[src/rtl/exp_42.sv]
// exp_42 : priority route selector with minimum-hold dwell timer.
//
// Three asynchronous presence sensors are synchronized, priority-encoded
// (sensor1 highest) and used to pick one of three routes. Once a route is
// selected it is held for at least MIN_HOLD clocks before a different
// request may take over. Leaving IDLE is immediate. The dwell counter g
// reports clocks since the last selection change and saturates.
//
// Parameters
//   MIN_HOLD     minimum dwell, in clocks, before a non-idle selection may change
//   SYNC_STAGES  synchronizer depth per sensor (2..4)
//
// Ports
//   clk                 system clock, rising edge
//   rst                 synchronous active-low reset
//   sensor1..sensor3    asynchronous presence inputs (1 = highest priority)
//   switch1..switch3    registered route selects, one-hot or all zero
//   g[31:0]             registered saturating dwell counter
module exp_42 #(
  parameter int MIN_HOLD    = 10,
  parameter int SYNC_STAGES = 2
) (
  input  logic        clk,
  input  logic        rst,
  input  logic        sensor1,
  input  logic        sensor2,
  input  logic        sensor3,
  output logic        switch1,
  output logic        switch2,
  output logic        switch3,
  output logic [31:0] g
);

  typedef enum logic [1:0] {
    ST_IDLE = 2'd0,
    ST_SEL1 = 2'd1,
    ST_SEL2 = 2'd2,
    ST_SEL3 = 2'd3
  } state_t;

  localparam logic [31:0] HOLD = 32'(MIN_HOLD);

  logic [SYNC_STAGES-1:0] r_sync1;
  logic [SYNC_STAGES-1:0] r_sync2;
  logic [SYNC_STAGES-1:0] r_sync3;
  state_t                 r_state;
  logic [31:0]            r_g;
  logic                   r_sw1;
  logic                   r_sw2;
  logic                   r_sw3;

  logic                   w_s1;
  logic                   w_s2;
  logic                   w_s3;
  state_t                 w_req;
  state_t                 w_next;
  logic                   w_change;

  // Dwell counter increment that sticks at all-ones instead of wrapping.
  function automatic logic [31:0] sat_inc(input logic [31:0] v);
    return (v == 32'hFFFF_FFFF) ? v : v + 32'd1;
  endfunction

  // Synchronizer stage: sensors shift in at bit 0, synced level at the MSB.
  always_ff @(posedge clk) begin
    if (!rst) begin
      r_sync1 <= '0;
      r_sync2 <= '0;
      r_sync3 <= '0;
    end else begin
      r_sync1 <= {r_sync1[SYNC_STAGES-2:0], sensor1};
      r_sync2 <= {r_sync2[SYNC_STAGES-2:0], sensor2};
      r_sync3 <= {r_sync3[SYNC_STAGES-2:0], sensor3};
    end
  end

  assign w_s1 = r_sync1[SYNC_STAGES-1];
  assign w_s2 = r_sync2[SYNC_STAGES-1];
  assign w_s3 = r_sync3[SYNC_STAGES-1];

  // Request encode and next-state selection.
  always_comb begin
    w_req    = ST_IDLE;
    w_next   = r_state;
    w_change = 1'b0;
    if (w_s1)      w_req = ST_SEL1;
    else if (w_s2) w_req = ST_SEL2;
    else if (w_s3) w_req = ST_SEL3;

    case (r_state)
      // Leaving IDLE is never subject to the dwell minimum.
      ST_IDLE: if (w_req != ST_IDLE) w_next = w_req;
      // Any differing request (including none) waits out the dwell minimum;
      // the target is whatever is requested on the edge the change happens.
      default: if ((w_req != r_state) && (r_g >= HOLD)) w_next = w_req;
    endcase
    w_change = (w_next != r_state);
  end

  // State, dwell counter and output register stage.
  always_ff @(posedge clk) begin
    if (!rst) begin
      r_state <= ST_IDLE;
      r_g     <= '0;
      r_sw1   <= 1'b0;
      r_sw2   <= 1'b0;
      r_sw3   <= 1'b0;
    end else begin
      r_state <= w_next;
      r_g     <= w_change ? 32'd0 : sat_inc(r_g);
      r_sw1   <= (w_next == ST_SEL1);
      r_sw2   <= (w_next == ST_SEL2);
      r_sw3   <= (w_next == ST_SEL3);
    end
  end

  assign switch1 = r_sw1;
  assign switch2 = r_sw2;
  assign switch3 = r_sw3;
  assign g       = r_g;

endmodule

[config.mk]
export PLATFORM = sky130hd
export DESIGN_NAME = exp_42
export DESIGN_NICKNAME = d
export VERILOG_FILES = /design/src/rtl/exp_42.sv
export SDC_FILE = /design/constraint.sdc
export NUM_CORES = 1
export LEC_CHECK = 0
export CORE_ASPECT_RATIO = 0.5
export CORE_UTILIZATION = 40
export DETAILED_ROUTE_END_ITERATION = 10
export SETUP_SLACK_MARGIN = 0.15
export SYNTH_ARGS = -nofsm -noshare
export SYNTH_HDL_FRONTEND = slang
export SYNTH_SLANG_ARGS = --single-unit
[constraint.sdc]
create_clock -name clk -period 4.75 [get_ports clk]
set_clock_uncertainty 0.15 [all_clocks]
set_input_delay 0.95 -clock clk [delete_from_list [all_inputs] [get_ports clk]]
set_output_delay 0.95 -clock clk [all_outputs]
set_load 0.005 [all_outputs]
# Yosys cells after proc, flatten, opt, wreduce, memory -nomap -nowiden

Cells that the tools add are included.

Bits in writable memories: 0
Latch bits: 0
Logic and storage cells: 27
Output and inout bits: 35
Bits of input ports: 5
Memories kept: 0
Memory bits (read-only): 0
Flip-flop bits (word level): 43

Multipliers: 0
Divide/modulo/power cells: 0
Shifts and indexed selects: 0
Muxes and demuxes: 6
Equality and inequality tests: 6
Bitwise gates (word level): 1
Add/sub/neg operators: 1
Reduce and logical (&&, ||, !) cells: 4
Order comparisons: 1

Operator list:

| kind                  | count |
|---|---|
| $add 32x1->32 const B | 1 |
| $eq 32x32->1 const B  | 1 |
| $ge 32x4->1 const B   | 1 |
| $mux 2                | 6 |
| $eq 2x2->1 const B    | 2 |
| $ne 2x2->1            | 2 |
| $eq 2x1->1 const B    | 1 |
| $logic_not 2->1       | 1 |
| $reduce_bool 2->1     | 1 |
| $reduce_or 2->1       | 1 |
| $logic_and 1x1->1     | 1 |
| $not 1->1             | 1 |

# Longest topological paths before layout

Gate-level depths: netlist of the first run.

Depth in word-level cells: 9
Mapped depth: 8
Gate-level depth less buffers: 6

# Worst setup path after synthesis of the first run

No wires, ideal clock.

Kind: register to register
Start point: register r_g[1], in the netlist g[1]
End point: register r_g[26], in the netlist g[26]
Period minus slack after synthesis: 2.539 ns
Cell stages (with the launch flop): 7
Data required time: 4.529 ns
Buffers on the path: 0
Setup slack: 2.211 ns
Library setup time: 0.071 ns
Data arrival time: 2.319 ns
Path through: dfxtp_1 -> ha_1 -> nand3_2 -> or4_4 -> a2111o_1 -> or4_1 -> a21oi_1

Longest elaborated chain between the ends: 6
Elaborated cells on any way between the ends: 8
Classes of those cells: 1 x add/sub; 1 x order compare; 2 x eq/ne; 2 x mux; 2 x reduce/logical

RTL lines:

| what                             | RTL line | RTL |
|---|---|---|
| start, declared                  | 47       | `logic [31:0] r_g;` |
| start signal, assigned           | 110      | `r_g <= w_change ? 32'd0 : sat_inc(r_g);` |
| $ge 32x4->1                      | 95       | `default: if ((w_req != r_state) && (r_g >= HOLD)) w_next = w_req;` |
| $logic_and 1x1->1                | 95       |  |
| $mux 2                           | 95       |  |
| $mux 2                           | 90       | `case (r_state)` |
| $ne 2x2->1                       | 97       | `w_change = (w_next != r_state);` |
| $reduce_or 2->1 (no source line) | -        |  |

Parallel ways exist; a longest one is shown, timed or not.
A chain may end at the register's enable or synchronous reset.

# Final worst setup path of the first run

Same ends and word-level chain as after synthesis.

==> metrics.txt, run 1 <==
CTS H-tree depth=2; I/O Buffers=39; Syn Inst Count=between 200 and 300; Worst Path Arrival=around 2.8 ns; max cap viols=0; Slew HR=47.2%; crit end category=flip-flop; nets=298; Unique masters post-synth=40; count of pins over their slew limit=0; Reg clk slew, reported paths=0.09 ns; Die X=around 100 µm; largest net degree at the start of global routing=33; post-layout minimum cycle time=2.73 ns; endpoints failing hold=0; Layout area overhead=27.7%; worst slew pin tran=approximately 0.79 ns; final setup fails=0; vias=2000; grt total ovfl=0; number of global-route vias before repair=approximately 1700; area of the die=between 0.005 and 0.006 mm²; VDD IR max=roughly 0.13 mV; height of the die=between 50 and 60 µm; CTS max path bufs=2; Leak Pwr=a little over 0.8 nW; Hold Path Class=flip-flop to flip-flop; Top Ports=40; Main synth FF type=dfxtp_1; first-pass GRT wire length=~8500 µm; root buffer cell=clkbuf_8; residual DRC count=0; Tcrit/Tclk final=57.4%; total track usage=between 15 and 20%; wire per inst=around 14 µm; diode count=0; CP Launch Type=flip-flop; ratio of cells with drive above 1 in the final layout=between 7 and 8%; Crit Path Category=flip-flop to flip-flop; R2R depth=6; synthesized net count=259; # clock sinks=43; Hold WS=0.297 ns; worst path required time=around 4.8 ns; post-DP HPWL=3690 µm; Site Rows=18; RD Place Congestion=slightly below 0.8; Post-CTS Resized=0; CTS tree=yes; dpl ws=approximately 2 ns; f_max=between 0.3 and 0.4 GHz; vias per cell=about 5.5; synthesis-stage register bit count=43; outcome=finished clean; initial antenna violation count=0; Max FO, Critical Path=9; Initial DRC Count=100; Post-Syn Area=about 0.0021 mm²; # hold bufs at CTS=0; FFs w/ async S/R, synth=0%; # Post-CTS Setup Buffers=0; CTS buffer count=5; worst skew pair latency=0.30 ns; RSZ-0062 raised after global routing=no; post-synthesis sequential area ratio=between 40% and 50%; Core ar.=between 0.004 and 0.005 mm²; worst hold path stage count=1; Pwr per Cell Area=between 200 and 300 mW/mm²; Routed Antenna Nets=0; EDFF count, synth=0; setup tns final=0 ns; Starting Density=about 42%; final wirelength=~5200 µm; DR pass1 iterations=4; Mapped Avg Cell Area=between 8 and 9 µm²; final worst setup slack=approximately 2 ns; yosys warns=0
==> per-stage QoR <==
step	cells	utilization, %	power [mW]	area (µm²)
after floorplan	252	-	0.407	2110
after global placement	354	51.6	0.425	2580
after detailed placement	354	51.6	0.426	2580
after CTS	362	53.9	0.724	2700
after global routing	362	53.9	0.747	2700
final	362	53.9	0.715	2700
==> cells in the mapped netlist, types with 3 or more instances <==
master	instances	share of area, %
or3_2	3	1.1
or3_1	7	2.1
nor4_1	9	2.7
dfxtp_1	43	41
nor2_1	20	3.6
nand3_1	7	1.7
a21oi_1	21	5.0
xnor2_1	12	5.0
o31ai_1	8	2.8
clkbuf_1	8	1.4
or4_1	9	3.2
inv_1	9	1.6
o21ai_0	9	2.1
and3_1	7	2.1
nand4_1	11	3.3
nor3_1	5	1.2
a21boi_0	3	1.1
a211oi_1	5	1.8
or2_2	3	0.89
a31oi_1	3	0.89
nand2_1	19	3.4
and2_1	7	2.1
==> layout make-up <==
type | count | area (µm²)
clock buffer | 6 | 82.6
clock inverter | 2 | 35.0
fill | 478 | 2300
inverter | 9 | 33.8
multi-input combinational | 190 | 1180
sequential | 43 | 861
tap | 70 | 87.6
timing repair buffer | 42 | 413
==> critical path, stage by stage (launching register included) <==
cell and delay (ns):
dfxtp_1 0.46, ha_1 0.23, nand3_2 0.12, or4_4 0.57
a2111o_1 0.49, or4_1 0.51, a21oi_1 0.15
==> report_power, final <==
| part | switching (mW) | internal [mW] | total [mW] |
|---|---|---|---|
| registers | 0.00732 | 0.368 | 0.375 |
| logic | 0.0217 | 0.0204 | 0.0421 |
| clock network | 0.128 | 0.170 | 0.298 |
==> state kept, by name (all words and copies together) (netlist names) <==
name	count
switch1	1
r_state	2
g	32
r_sync3	2
r_sync2	2
switch3	1
r_sync1	2
switch2	1
==> cells in the final DEF, fill, tap and decap left out, types with 11 or more instances in the layout <==
master           Yosys  routed
a21oi_1             21      21
nand4_1             11      11
dfxtp_1             43      43
nor2_1              20      20
xnor2_1             12      12
clkdlybuf4s50_1      0      39
nand2_1             19      19
==> final timing paths <==
path         slack [ns]  startpoint          to
max                2.02        g[1]       g[26]
min                0.30  r_sync3[0]  r_sync3[1]
max reg2reg        2.02        g[1]       g[26]
min reg2reg        0.30  r_sync3[0]  r_sync3[1]
==> kinds of logic (layout without fill, tap and decap cells) <==
family	after synthesis	in the layout	share of synthesized area [%]
AND/OR/NAND/NOR	115	115	30.9
buffers and inverters	19	59	3.50
XOR/XNOR	14	14	5.81
flip-flops	43	43	40.8
adder cells (fa/ha/maj)	2	2	1.19
AO/OA/AOI/OAI	59	59	17.8
==> layer usage <==
layer  GRT usage [%]  up-vias  part of all wire, %
met5               0        -                    0
met1            26.7      948                   51
met4            3.52        0                    0
met3            4.43        0                  4.3
met2            32.2       38                   45
li1                -     1014                    -
No activity file was read; power rests on OpenSTA's default activity.
==> inputs of run 2 (changes only) <==
==> constraint.sdc (replaced) <==
create_clock -name clk -period 2.6 [get_ports clk]
set_clock_uncertainty 0.15 [all_clocks]
set_input_delay 0.52 -clock clk [delete_from_list [all_inputs] [get_ports clk]]
set_output_delay 0.52 -clock clk [all_outputs]
set_load 0.005 [all_outputs]
==> metrics.txt, run 2 (same netlist as run 1, synthesis figures left out) <==
outcome=finished clean (unchanged); Leak Pwr=0.935 nW (was 0.811 nW); non-filler cells, final=385 (was 362); Tcrit/Tclk final=94.5% (was 57.4%); max FFs per register=32 (unchanged); final setup fails=0 (unchanged); Max FO, Critical Path=4 (was 9); residual DRC count=0 (unchanged); largest net degree at the start of global routing=18 (was 33); Initial DRC Count=85 (was 100); Core ar.=0.00500 mm² (unchanged); Starting Density=42.2% (unchanged); setup tns final=0 ns (unchanged); final instance area=0.00294 mm² (was 0.00270 mm²); number of global-route vias before repair=1793 (was 1734); DR pass1 iterations=4 (unchanged); VDD IR max=0.211 mV (was 0.130 mV); RD Place Congestion=0.826 (was 0.771); post-layout minimum cycle time=2.46 ns (was 2.73 ns); Die X=105 µm (unchanged); Top Ports=40 (unchanged); most frequent cells in the layout=39 x clkdlybuf4s50_1, 36 x dfxtp_1, 23 x buf_4 (was 43 x dfxtp_1, 39 x clkdlybuf4s50_1, 21 x a21oi_1); endpoints failing hold=0 (unchanged); FF+latch area=875 µm² (was 861 µm²); diode count=0 (unchanged); f_max=0.407 GHz (was 0.366 GHz); grt total ovfl=0 (unchanged); Fill cells=481 (was 478); final wirelength=5480 µm (was 5180 µm); initial antenna violation count=0 (unchanged); multi-input combinational cell area=0.00124 mm² (was 0.00118 mm²); most common cell after layout, fill and taps aside=clkdlybuf4s50_1 (was dfxtp_1); worst slew pin tran=0.495 ns (was 0.786 ns); vias per cell=5.50 (was 5.52); # hold bufs at CTS=0 (unchanged); max cap viols=0 (unchanged); placed instance area=0.00272 mm² (was 0.00258 mm²); worst path required time=2.69 ns (was 4.83 ns); nets=321 (was 298); post-DP HPWL=3910 µm (was 3690 µm); wire per inst=14.2 µm (was 14.3 µm); crit end category=flip-flop (unchanged); ratio of cells with drive above 1 in the final layout=18.1% (was 7.53%); Hold WS=0.293 ns (was 0.297 ns); placed cells=371 (was 354); root buffer cell=clkbuf_8 (unchanged); first-pass GRT wire length=8600 µm (was 8510 µm); total track usage=20.1% (was 19.6%); CP Launch Type=flip-flop (unchanged); area of the die=0.00559 mm² (unchanged); Hold Path Class=flip-flop to flip-flop (unchanged); Slew HR=66.2% (was 47.2%); CTS H-tree depth=2 (unchanged); CTS buffer count=5 (unchanged); Reg clk slew, reported paths=0.09 ns (about the same); count of pins over their slew limit=0 (unchanged); CTS tree=yes (unchanged); Site Rows=18 (unchanged); CTS max path bufs=2 (unchanged); Routed Antenna Nets=0 (unchanged); worst skew pair latency=0.30 ns (about the same); Power Total=1.29 mW (was 715 µW); height of the die=53.4 µm (unchanged); Worst Path Arrival=2.55 ns (was 2.81 ns); Pwr per Cell Area=439 mW/mm² (was 265 mW/mm²); Layout area overhead=39.4% (was 27.7%); I/O Buffers=39 (unchanged); RSZ-0062 raised after global routing=yes (was no); # clock sinks=43 (unchanged); Crit Path Category=flip-flop to flip-flop (unchanged); vias=2118 (was 2000)
==> run 2: repair_timing <==
item / in CTS / in global routing
gates resized for setup: 0 / 17
pin swaps: 1 / 8
buffers inserted: 2 / 4
setup endpoints to repair: 4 / 10
==> run 2: metrics by stage <==
stage	worst slack [ns]	utilization, %
2_1_floorplan	0.176	-
3_3_place_gp	0.0905	54.5
3_5_place_dp	0.0226	54.5
4_1_cts	0.151	57.0
5_1_grt	0.0760	58.8
6_report	0.143	58.8
==> run 2: metal layers <==
layer | wire length, µm | GRT usage, % | vias up
met1 | 2740 | 26.8 | 1014
li1 | - | - | 1060
met4 | 61 | 6.57 | 0
met5 | 0 | 0 | -
met2 | 2400 | 31.3 | 36
met3 | 274 | 5.79 | 8
==> run 2: worst max-delay path, cell delays in order, from the launching register on <==
cell	delay, ns
dfxtp_4	0.37
ha_4	0.14
nand3_4	0.09
or4_4	0.46
a2111o_1	0.50
buf_6	0.16
or4_1	0.40
a21oi_1	0.13
==> run 2: final timing paths <==
path	from	to	slack, ns	depth (start not counted)
max	g[1]	g[30]	0.14	7
min	r_sync1[0]	r_sync1[1]	0.29	1
max reg2reg	g[1]	g[30]	0.14	7
min reg2reg	r_sync1[0]	r_sync1[1]	0.29	1
==> run 2: power by group <==
part           internal [mW]  total, mW  switching [mW]
clock network          0.272      0.510           0.238
logic                 0.0478     0.0992          0.0514
registers              0.671      0.681         0.00961
total                  0.991       1.29           0.299
==> run 2: area by class of cell <==
type | instances | share of cell area (%)
Multi-Input combinational cell | 190 | 42.0
Inverter | 9 | 1.15
Sequential cell | 43 | 29.7
Clock buffer | 7 | 3.66
Tap cell | 70 | 2.98
Clock inverter | 1 | 0.170
Timing Repair Buffer | 65 | 20.3
